===== src/rtl/booth_pkg.sv =====
// ---------------------------------------------------------------------------
// booth_pkg
//   Shared definitions for the radix-4 Booth multiplier controller:
//   - state encoding of the control FSM (3-bit)
//   - recode table entries produced by the triplet recoder, packed as
//     {en, resta, sel_m2}
// ---------------------------------------------------------------------------
package booth_pkg;

  typedef enum logic [2:0] {
    ST_IDLE  = 3'd0,
    ST_LOAD  = 3'd1,
    ST_OP    = 3'd2,
    ST_SHIFT = 3'd3,
    ST_DONE  = 3'd4
  } state_e;

  // en     : write the adder/subtractor result into A
  // resta  : 1 = A - operand, 0 = A + operand
  // sel_m2 : operand is 2M instead of M
  typedef struct packed {
    logic en;
    logic resta;
    logic sel_m2;
  } rec_t;

  localparam rec_t REC_NOP = '{en: 1'b0, resta: 1'b0, sel_m2: 1'b0};
  localparam rec_t REC_PM  = '{en: 1'b1, resta: 1'b0, sel_m2: 1'b0};
  localparam rec_t REC_P2M = '{en: 1'b1, resta: 1'b0, sel_m2: 1'b1};
  localparam rec_t REC_M2M = '{en: 1'b1, resta: 1'b1, sel_m2: 1'b1};
  localparam rec_t REC_MM  = '{en: 1'b1, resta: 1'b1, sel_m2: 1'b0};

endpackage


===== src/rtl/booth_r4_recoder.sv =====
// ---------------------------------------------------------------------------
// booth_r4_recoder
//   Combinational radix-4 Booth recoder: maps the multiplier triplet
//   {q[i+1], q[i], q[i-1]} to the add/subtract action on A.
// Ports
//   trip  in  3  Booth triplet
//   rec   out 3  {en, resta, sel_m2}; resta and sel_m2 are 0 when en is 0
// ---------------------------------------------------------------------------
module booth_r4_recoder
  import booth_pkg::*;
(
  input  logic [2:0] trip,
  output rec_t       rec
);

  always_comb begin
    unique case (trip)
      3'b001, 3'b010: rec = REC_PM;
      3'b011:         rec = REC_P2M;
      3'b100:         rec = REC_M2M;
      3'b101, 3'b110: rec = REC_MM;
      default:        rec = REC_NOP;  // 000 and 111: run of equal bits
    endcase
  end

endmodule


===== src/rtl/booth_r4_control.sv =====
// ---------------------------------------------------------------------------
// booth_r4_control
//   Control unit for a radix-4 Booth signed multiplier. Loads the operands,
//   runs N/2 recode/add + 2-bit shift iterations, then pulses done for one
//   cycle while the product {A, Q[N:1]} is valid. Drives only load, shift and
//   select lines; all arithmetic lives in the datapath.
// Ports
//   clk      in   clock, rising edge
//   reset    in   asynchronous, active-high
//   start    in   start request, honoured only in IDLE
//   q_trip   in   {Q[2],Q[1],Q[0]} from the Q register (Q[0] = q[-1])
//   busy     out  high in LOAD, OP and SHIFT
//   done     out  one-cycle completion pulse
//   carga_m  out  load M with the sign-extended multiplicand
//   carga_q  out  load Q with {multiplier, 1'b0}
//   clr_a    out  select zero on the A load input
//   carga_a  out  load A from its input
//   desp_a   out  arithmetic right shift of A by 2
//   desp_q   out  right shift of Q by 2, shifting in A[1:0]
//   resta    out  adder mode: 1 = subtract
//   sel_m2   out  operand mux: 1 = 2M, 0 = M
// ---------------------------------------------------------------------------
module booth_r4_control
  import booth_pkg::*;
#(
  parameter int N = 4
) (
  input  logic       clk,
  input  logic       reset,
  input  logic       start,
  input  logic [2:0] q_trip,
  output logic       busy,
  output logic       done,
  output logic       carga_m,
  output logic       carga_q,
  output logic       clr_a,
  output logic       carga_a,
  output logic       desp_a,
  output logic       desp_q,
  output logic       resta,
  output logic       sel_m2
);

  localparam int ITER = N / 2;
  localparam int CW   = $clog2(ITER) + 1;

  state_e        state_q, state_d;
  logic [CW-1:0] cnt_q, cnt_d;
  rec_t          rec;

  booth_r4_recoder u_recoder (
    .trip (q_trip),
    .rec  (rec)
  );

  // State register and iteration counter.
  // NOTE: sequential state uses non-blocking assignments so every flop
  // samples the pre-edge values of its peers, independent of block order.
  always_ff @(posedge clk or posedge reset) begin
    if (reset) begin
      state_q <= ST_IDLE;
      cnt_q   <= '0;
    end else begin
      state_q <= state_d;
      cnt_q   <= cnt_d;
    end
  end

  // Next-state and counter update.
  // NOTE: every signal assigned here gets a default first, so no path
  // leaves it unassigned and no latch is inferred.
  always_comb begin
    state_d = state_q;
    cnt_d   = cnt_q;
    unique case (state_q)
      ST_IDLE: if (start) state_d = ST_LOAD;
      ST_LOAD: begin
        cnt_d   = CW'(ITER);
        state_d = ST_OP;
      end
      ST_OP:   state_d = ST_SHIFT;  // fixed latency, data independent
      ST_SHIFT: begin
        cnt_d   = cnt_q - CW'(1);
        // Exiting on the last iteration keeps the counter from wrapping.
        state_d = (cnt_q == CW'(1)) ? ST_DONE : ST_OP;
      end
      ST_DONE: state_d = ST_IDLE;   // start here is dropped, not queued
      default: state_d = ST_IDLE;
    endcase
  end

  // Output decode: Moore in all states except OP, where the recoded
  // triplet drives the A-load controls. q_trip is ignored elsewhere.
  always_comb begin
    busy    = 1'b0;
    done    = 1'b0;
    carga_m = 1'b0;
    carga_q = 1'b0;
    clr_a   = 1'b0;
    carga_a = 1'b0;
    desp_a  = 1'b0;
    desp_q  = 1'b0;
    resta   = 1'b0;
    sel_m2  = 1'b0;
    unique case (state_q)
      ST_LOAD: begin
        busy    = 1'b1;
        carga_m = 1'b1;
        carga_q = 1'b1;
        carga_a = 1'b1;
        clr_a   = 1'b1;
      end
      ST_OP: begin
        busy    = 1'b1;
        carga_a = rec.en;
        resta   = rec.en & rec.resta;
        sel_m2  = rec.en & rec.sel_m2;
      end
      ST_SHIFT: begin
        busy   = 1'b1;
        desp_a = 1'b1;
        desp_q = 1'b1;
      end
      ST_DONE: done = 1'b1;
      default: ;
    endcase
  end

endmodule


===== config.mk =====
export PLATFORM = sky130hd
export DESIGN_NAME = booth_r4_control
export DESIGN_NICKNAME = d
export VERILOG_FILES = /design/src/rtl/booth_pkg.sv /design/src/rtl/booth_r4_recoder.sv /design/src/rtl/booth_r4_control.sv
export SDC_FILE = /design/constraint.sdc
export NUM_CORES = 1
export LEC_CHECK = 0
export ABC_AREA = 1
export CORE_AREA = 2 2 39 41
export DETAILED_ROUTE_END_ITERATION = 16
export DIE_AREA = 0 0 41 43
export MAX_ROUTING_LAYER = met4
export RECOVER_POWER = 25
export SYNTH_ARGS = -nofsm -noshare
export SYNTH_HDL_FRONTEND = slang
export SYNTH_HIERARCHICAL = 1
export SYNTH_SLANG_ARGS = --single-unit

===== constraint.sdc =====
create_clock -name clk -period 2 [get_ports clk]
set_input_delay 0.2 -clock clk [delete_from_list [all_inputs] [get_ports clk]]
set_output_delay 0.2 -clock clk [all_outputs]
set_load 0.02 [all_outputs]

# Word level (Yosys, flattened, before mapping)
# Index checks and enable logic that the tools add are counted.
[classes] n_addsub=1 n_mul=0 div=0 magnitude_cmp=0 eq_ne=12 shift=0 muxes=12 bitwise_logic=2 n_reduce_logical=5
[ops] cell="3-bit one-hot mux with 4 select lines" count=2
[ops] cell="3-bit by 2-bit == test with 1-bit output (second input constant)" count=4
[ops] cell="3-bit == test (second input constant)" count=4
[ops] cell="3-bit by 1-bit == test with 1-bit output (second input constant)" count=2
[ops] cell="1-bit two-way mux" count=6
[ops] cell="3-bit two-way mux" count=2
[ops] cell="2-bit one-hot mux with 2 select lines" count=1
[ops] cell="2-bit OR reduction" count=2
[ops] cell="3-bit zero test" count=1
[ops] cell="3-bit OR reduction" count=1
[ops] cell="1-bit bitwise AND" count=2
[ops] cell="2-bit by 1-bit == test with 1-bit output (second input constant)" count=1
[ops] cell="2-bit != test (second input constant)" count=1
[ops] cell="1-bit one-hot mux with 2 select lines" count=1
[ops] cell="2-bit nonzero test" count=1
[ops] cell="2-bit by 1-bit subtractor with 2-bit output (second input constant)" count=1
[totals] reg_bits=5 latch_bits=0 mem_bits_rw=0 mem_bits_ro=0 wordCells=34 mem_count=0

# Longest topological paths before layout
[depth] depth_word=5 ltp_mapped=5

# Hierarchy
# Netlist, hierarchy kept.
[modules_own_cells] module="booth_r4_control" n_inst=1 cells_each=42 area_each_um2=295.3 seq_area_each_um2=125.1
[modules_own_cells] module="booth_r4_recoder" n_inst=1 cells_each=10 area_each_um2=40.0 seq_area_each_um2=0.0

# Worst setup path after synthesis
# No wires, ideal clock.
[synth_path] path_type="register -> output" start="register state_q[0]" end="output carga_q" arrival_time_ps=949 t_required_ps=1800 setup_slack_ps=851 path_stages_with_launch=6 n_path_buf=1 cell_sequence="dfrtp_1 inv_1 nor2_1 nand2_1 inv_1 buf_4"
[synth_between] elab_chain_len=2
[synth_lines] element="start: declaration" line_no="booth_r4_control.sv:47" source="state_e state_q, state_d;"
[synth_lines] element="start signal: assignment" line_no="booth_r4_control.sv:64" source="state_q <= state_d;"
[synth_lines] element="3-bit by 1-bit == test with 1-bit output"
[synth_lines] element="1-bit two-way mux"
[synth_lines] element="end: declaration" line_no="booth_r4_control.sv:35" source="output logic carga_q,"
# Every way passes these cells.

# Worst setup path in the final report
[layout_path] start="register state_q[0]" end="output carga_m"
[layout_between] elab_chain_len=2
[layout_lines] element="3-bit by 1-bit == test with 1-bit output" line_no="booth_r4_control.sv:105" source="unique case (state_q)"
[layout_lines] element="1-bit two-way mux" line_no="booth_r4_control.sv:105"
[layout_lines] element="end: declaration" line_no="booth_r4_control.sv:34" source="output logic carga_m,"
# Every way passes these cells.

==> summary.md <==
| Metric | Value |
|---|---|
| Outcome | `completed` |
| Share of layout cells above drive strength 1 | `5.882%` |
| Placed cell area | `roughly 480 sq um` |
| CP Data Arrival Time | `1.58 ns` |
| Yosys warning count | `6` |
| Global placement routability congestion | `0.7179` |
| Synth Instances | `52` |
| Count of pins over their slew limit | `0` |
| Setup violations, final | `0` |
| Gr usage total | `10.55%` |
| Setup slack after layout | `0.2244 ns` |
| Reg-to-Reg Start | `cnt_q[0]$_DFFE_PP0P_` |
| Die X-Extent | `~41 microns` |
| Combinational power share | `59.0%` |
| Post-route cell area | `516.7 sq um` |
| Vias in the first global route | `336` |
| First-pass GRT wire length | `around 1200 microns` |
| Power, Total | `about 0.00074 W` |
| Least-Margin Pin Slew | `between 0.2 and 0.25 ns` |
| FMAX | `~560 MHz` |
| Critical Path Sink Type | `primary output` |
| CTS buffer count | `3` |
| Final TNS setup | `0 ns` |
| Synth unique cells | `12` |
| Final net count | `76` |
| Drt drc | `0` |
| DRT antenna net count | `0` |
| Startpoint types | `flip-flop` |
| Psw | `0.0003262 W` |
| Core Area | `1384 sq um` |
| Critical path data required time | `1.80 ns` |
| Pre-antenna DRT Iters | `4` |
| Max-cap violations | `0` |
| Initial core utilization | `approximately a quarter` |
| # rows | `14` |
| Final WL | `655 microns` |
| Fin crit share | `88.78%` |
| Mapped cell area | `335.3 sq um` |
| Post-synth top cells | `nand2_1 (17), inv_1 (11), nor2_1 (7)` |
| Reg clk slew, reported paths | `0.04 ns` |
| Top post-synthesis cells by area | `dfrtp_1 (37%), nand2_1 (19%), inv_1 (12%), nor2_1 (7.8%), buf_4 (6.7%)` |
| Root Driver | `clkbuf_4` |
| Max Buffers Root-to-Sink | `2` |
| Most numerous cell in the Yosys netlist | `nand2_1` |
| Vias post-DR | `about 340` |
| WHS | `around 0.3 ns` |
| Die area | `1763 sq um` |
| Post-synth EDFFs | `0` |
| Die Y | `43 microns` |
| I/O pin total | `16` |
| Synthesis-to-layout area growth | `54.10%` |
| Leading area contributor after synthesis | `dfrtp_1` |
| Post-CTS Setup Inserts | `0` |
| Main flop type after synthesis | `dfrtp_1` |
| Number of DRC markers in iteration 0 | `4` |
| Clk_lat worst skew | `0.23 ns` |
| Register area share after synthesis | `37.31%` |
| Worst hold path class | `primary input to async pin` |
| Largest net degree at the start of global routing | `7` |
| Minimum clock period | `1.776 ns` |
| Asr flop ratio synth | `100.0%` |
| Flops & latches, synth | `5` |
| R2R Setup Slk | `around 0.99 ns` |
| Global route overflow | `0` |
| Htree depth | `1` |
| Mean Syn Cell Area | `6.449 sq um` |
| Worst Path Class, Setup | `flip-flop to primary output` |
| Clock sink count | `5` |
| Post-synth top area share | `a little under two fifths` |
| R2R cell count | `3` |
| Post-Route Skew | `0.0008407 ns` |
| Via/cell ratio | `3.988` |
| Port buffer count | `15` |
| CP startpoint | `state_q[0]$_DFFE_PP0P_` |
| Antenna Diode Count | `0` |
| Clock share of power | `15.2%` |
| WL/cell | `7.798 microns` |
| Switch share | `43.87%` |
| CP endpoint | `carga_m` |
| Relative slew slack | `85.15%` |
| CTS tree | `built` |
| RSZ-0062 raised after global routing | `false` |
| DP HPWL | `534.1 microns` |
| R2r endpoint | `cnt_q[1]$_DFFE_PP0P_` |
| DP Worst Slack | `between 0.1 and 0.15 ns` |
| PD cells | `roughly 1400 nW/um^2` |
| Crit Path Max Fanout | `6` |
| Flop pwr share | `25.9%` |
| Post-Syn Nets | `59` |
| Internal Power | `approximately 0.00042 W` |
| Pleak | `0.3209 nW` |
| VDD IR max | `0.0004347 V` |
| Hold Fails Final Rpt | `0` |
| Initial antenna violation count | `0` |
[critical path, cell delays in order (launching register included)]
cell and delay [ns]:
dfrtp_1 0.41, inv_1 0.06, nor2_1 0.11, nand2_1 0.08, inv_1 0.08, clkdlybuf4s50_1 0.60
[state kept, by name, indices dropped and copies added, names as in the netlist]
| name | count |
|---|---|
| cnt_q | 2 |
| state_q | 3 |
[stage by stage]
stage          utilization [%]  std cells
2_1_floorplan                -         52
3_3_place_gp             34.90         80
3_5_place_dp             34.90         80
4_1_cts                  36.80         84
5_1_grt                  37.34         84
6_report                 37.34         84
[power groups by stage]
stage          Sequential [W]  Clock, W  Combinational [W]
6_report             0.000192  0.000113           0.000438
5_1_grt              0.000200  0.000126           0.000495
4_1_cts              0.000193  0.000120           0.000449
3_5_place_dp         0.000194         0           0.000447
3_3_place_gp         0.000193         0           0.000445
2_1_floorplan        0.000184         0           0.000300
[final cells by class]
| class | count | area, sq um |
|---|---|---|
| Sequential cell | 5 | 125.1 |
| Inverter | 11 | 41.29 |
| Multi-Input combinational cell | 33 | 146.4 |
| Tap cell | 16 | 20.02 |
| Timing Repair Buffer | 15 | 157.7 |
| Fill cell | 147 | 867.1 |
| Clock buffer | 4 | 26.28 |
[logic make-up (layout without fill, tap and decap cells)]
group           Yosys count  in the layout  share of synthesized area [%]
simple gates             28             28                          33.21
buf+inv                  14             30                          19.03
flops                     5              5                          37.31
compound gates            4              4                          6.716
fa+ha+maj                 1              1                          3.731
[worst min path at each step]
stage,from,to,cells after the start
2_1_floorplan,reset,cnt_q[0]$_DFFE_PP0P_,1
3_3_place_gp,reset,cnt_q[0]$_DFFE_PP0P_,2
3_5_place_dp,reset,cnt_q[0]$_DFFE_PP0P_,2
4_1_cts,reset,state_q[2]$_DFFE_PP0P_,2
5_1_grt,reset,state_q[2]$_DFFE_PP0P_,2
6_report,reset,state_q[2]$_DFFE_PP0P_,2
[repair_timing]
action	4_1_cts	5_1_grt
setup endpoints to repair	0	3
resized for setup	0	3
hold buffers	0	0
[layer usage]
layer  global-route usage [%]  share of wire [%]  routed length [microns]  vias to the layer above
met5                        -                  0                        0                        -
li1                         -                  -                        -                      184
met2                    16.88                 53                      344                        9
met4                    6.000                  0                        0                        0
met1                    10.78                 42                      274                      142
met3                    3.141                5.5                       36                        0
[cells in the final DEF (no fill, tap or decap), drive strengths merged]
cell,Yosys,routed
dfrtp,5,5
dlygate4sd3,0,1
nand3,2,2
o21ai,2,2
nand2,17,17
a21oi,1,1
inv,11,11
dlymetal6s2s,0,3
clkbuf,0,4
clkdlybuf4s50,0,11
nor3,1,1
ha,1,1
nor2,8,8
o21a,1,1
Note: power is estimated with default switching activity, not from simulation.
==> RTL edit: new RTL, same flow settings <==
The 5 states of `state_e` get a one-hot encoding in 5 bits.
--- a/src/rtl/booth_pkg.sv
+++ b/src/rtl/booth_pkg.sv
@@ -9,8 +9,8 @@
 
-  typedef enum logic [2:0] {
-    ST_IDLE  = 3'd0,
-    ST_LOAD  = 3'd1,
-    ST_OP    = 3'd2,
-    ST_SHIFT = 3'd3,
-    ST_DONE  = 3'd4
+  typedef enum logic [4:0] {
+    ST_IDLE  = 5'b00001,
+    ST_LOAD  = 5'b00010,
+    ST_OP    = 5'b00100,
+    ST_SHIFT = 5'b01000,
+    ST_DONE  = 5'b10000
   } state_e;
Behaviour: same outputs for any inputs over 10 cycles, from zero or initial values and one cycle with reset high; not proved beyond that.
==> RTL edit against the original RTL <==
Worst setup slack got worse by 0.13 ns. Routed wire length increased by 34%. Global-route usage increased by 3.3 points. Clock skew increased by 0.0048 ns. Sequential cell count increased by 2. Non-clock buffer count unchanged. Critical path depth decreased by 1. Hold slack improved by 0.0041 ns. Total power increased by 1.4%. Cell area increased by 34%. Synthesized area increased by 53%. First-iteration DRC count decreased by 100%. Critical path type unchanged. Critical endpoint is now carga_q. Highest routed layer unchanged.
==> RTL edit: results (changes against the original RTL) <==
* Number of global-route vias before repair at 423 (was 336)
* Skew-Pair Late Insertion Delay at 0.25 ns (was 0.23 ns)
* Ys async rst share at 1.00 (unchanged)
* Average routed wire per standard cell at 8.35 µm (was 7.80 µm)
* Terminus of the critical flop-to-flop path: cnt_q[1] (unchanged)
* Data arrival time of the critical path at 1.70 ns (was 1.58 ns)
* Setup Buffers After CTS at 0 (unchanged)
* Reg2reg start: cnt_q[0] (unchanged)
* IR drop worst, VDD at 0.000386 V (was 0.000435 V)
* Nets@finish at 97 (was 76)
* Worst Path Max Fanout at 7 (was 6)
* Most used flip-flop cell after synthesis: sky130_fd_sc_hd__dfrtp_1 (unchanged)
* Worst slack on hold paths at 0.305 ns (was 0.301 ns)
* Filler cell count at 142 (was 147)
* R2r worst-path depth at 5 (was 3)
* Clock buffers created by TritonCTS at 3 (unchanged)
* Global-route wire length before repair at 1.59 mm (was 1.22 mm)
* Static leakage at 0.000414 µW (was 0.000321 µW)
* Commonest cells post-synth: sky130_fd_sc_hd__nand2_1, sky130_fd_sc_hd__inv_1, sky130_fd_sc_hd__nor2_1 (unchanged)
* Sequential element share of the synthesized area at 0.344 (was 0.373)
* Top area cells in the synthesized netlist: sky130_fd_sc_hd__dfrtp_1, sky130_fd_sc_hd__nand2_1, sky130_fd_sc_hd__nand3_4, sky130_fd_sc_hd__inv_1, sky130_fd_sc_hd__nor2_1 (was sky130_fd_sc_hd__dfrtp_1, sky130_fd_sc_hd__nand2_1, sky130_fd_sc_hd__inv_1, sky130_fd_sc_hd__nor2_1, sky130_fd_sc_hd__buf_4)
* Registers with the highest flip-flop counts: state_q (5), cnt_q (2) (was state_q (3), cnt_q (2))
* Status: completed (unchanged)
* Unique cell type count in the Yosys netlist at 18 (was 12)
* Total track usage at 0.139 (was 0.105)
* Final antenna diode count at 0 (unchanged)
* Clock edge transition at the registers on the reported setup and hold paths at approximately 0.050 ns
* Number of detailed-routing iterations run before antenna repair at 1 (was 4)
* Hold Crit Class: in2async (unchanged)
* Final count of hold timing violations at 0 (unchanged)
* Via-to-Cell Ratio at 4.33 (was 3.99)
* H-Tree Depth at 1 (unchanged)
* Final setup skew at 0.00565 ns (was 0.000841 ns)
* Buffer levels on the longest clock path at 2 (unchanged)
* R2r setup slk at 0.94 ns (was 0.99 ns)
* DRT iter0 DRCs at 0 (was 4)
* Net count after synthesis at 80 (was 59)
* Maximum number of pins on one net before global-route repair at 8 (was 7)
* Share of cells above drive strength 1 at 0.225 (was 0.0588)
* Accumulated negative setup slack at 0 ns (unchanged)
* Max-slew headroom at 0.838 (was 0.851)
* Root buffer cell: sky130_fd_sc_hd__clkbuf_4 (unchanged)
* Post-detailed-placement half-perimeter wirelength at 767 µm (was 534 µm)
* Port-buffer cells at 15 (unchanged)
* Synth Register Bits at 7 (was 5)
* Switching power at 329 µW (was 326 µW)
* Antenna violations before repair at 0 (unchanged)
* Synthesis Warnings at 6 (unchanged)
* Routability cong. at 0.726 (was 0.718)
RTL edit: timing repair:
action                     in CTS  in global routing
hold buffers                    0                  0
gates resized for setup         1                  3
cloned                          0                  0
setup endpoints to repair       1                  3
RTL edit: worst max path at each step:
stage               depth (start not counted)  slack, ns       start      end
finish                                      4        0.1  state_q[2]  carga_q
global route                                4      0.007  state_q[3]  carga_q
CTS                                         6       0.05  state_q[1]    resta
detailed placement                          6       0.14   q_trip[1]   sel_m2
global placement                            6       0.14   q_trip[1]    resta
floorplan                                   4       0.74  state_q[2]  carga_q
RTL edit: per-stage QoR:
step                      utilization  instances  total power [µW]  cell area [µm²]  setup WS, ns
final                           0.502        105               754              694        0.0988
after global routing            0.502        105               826              694       0.00725
after CTS                       0.496        105               772              687        0.0451
after detailed placement        0.477        101               646              661         0.138
after global placement          0.477        101               644              661         0.144
after floorplan                     -         73               538              513         0.739
RTL edit: critical path, cell delays in order (launching register included):
cell and delay (ns):
sky130_fd_sc_hd__dfrtp_1 0.42, sky130_fd_sc_hd__nor2_1 0.19, sky130_fd_sc_hd__nand3_4 0.13, sky130_fd_sc_hd__inv_1 0.10
sky130_fd_sc_hd__clkdlybuf4s50_1 0.61
RTL edit: cells by family (layout without fill, tap and decap cells):
group | count (synthesis) | after routing | synth area share
buf+inv | 19 | 35 | 0.163
compound gates | 4 | 4 | 0.0390
flops | 7 | 7 | 0.344
fa+ha+maj | 1 | 1 | 0.0244
simple gates | 42 | 42 | 0.429
RTL edit: layout make-up:
cell class | count | area share
clock buffer | 3 | 0.0324
tap | 16 | 0.0288
timing repair buffer | 15 | 0.225
multi-input combinational | 47 | 0.364
inverter | 16 | 0.0883
sequential | 7 | 0.254
clock inverter | 1 | 0.00721
RTL edit: per-layer routing:
metal | share of wire | up-vias | wire length [µm] | GRT usage
met5 | 0 | - | 0 | -
met4 | 0 | 0 | 0 | 0.0800
met3 | 0.032 | 0 | 28 | 0.0314
met2 | 0.52 | 8 | 455 | 0.209
met1 | 0.45 | 198 | 393 | 0.161
li1 | - | 249 | - | -
RTL edit: power by group through the flow:
stage                     clock network, µW  logic, µW  registers, µW
after floorplan                           0        298            241
after global placement                    0        396            248
after detailed placement                  0        398            248
after CTS                               129        397            245
after global routing                    135        442            250
final                                   122        387            245
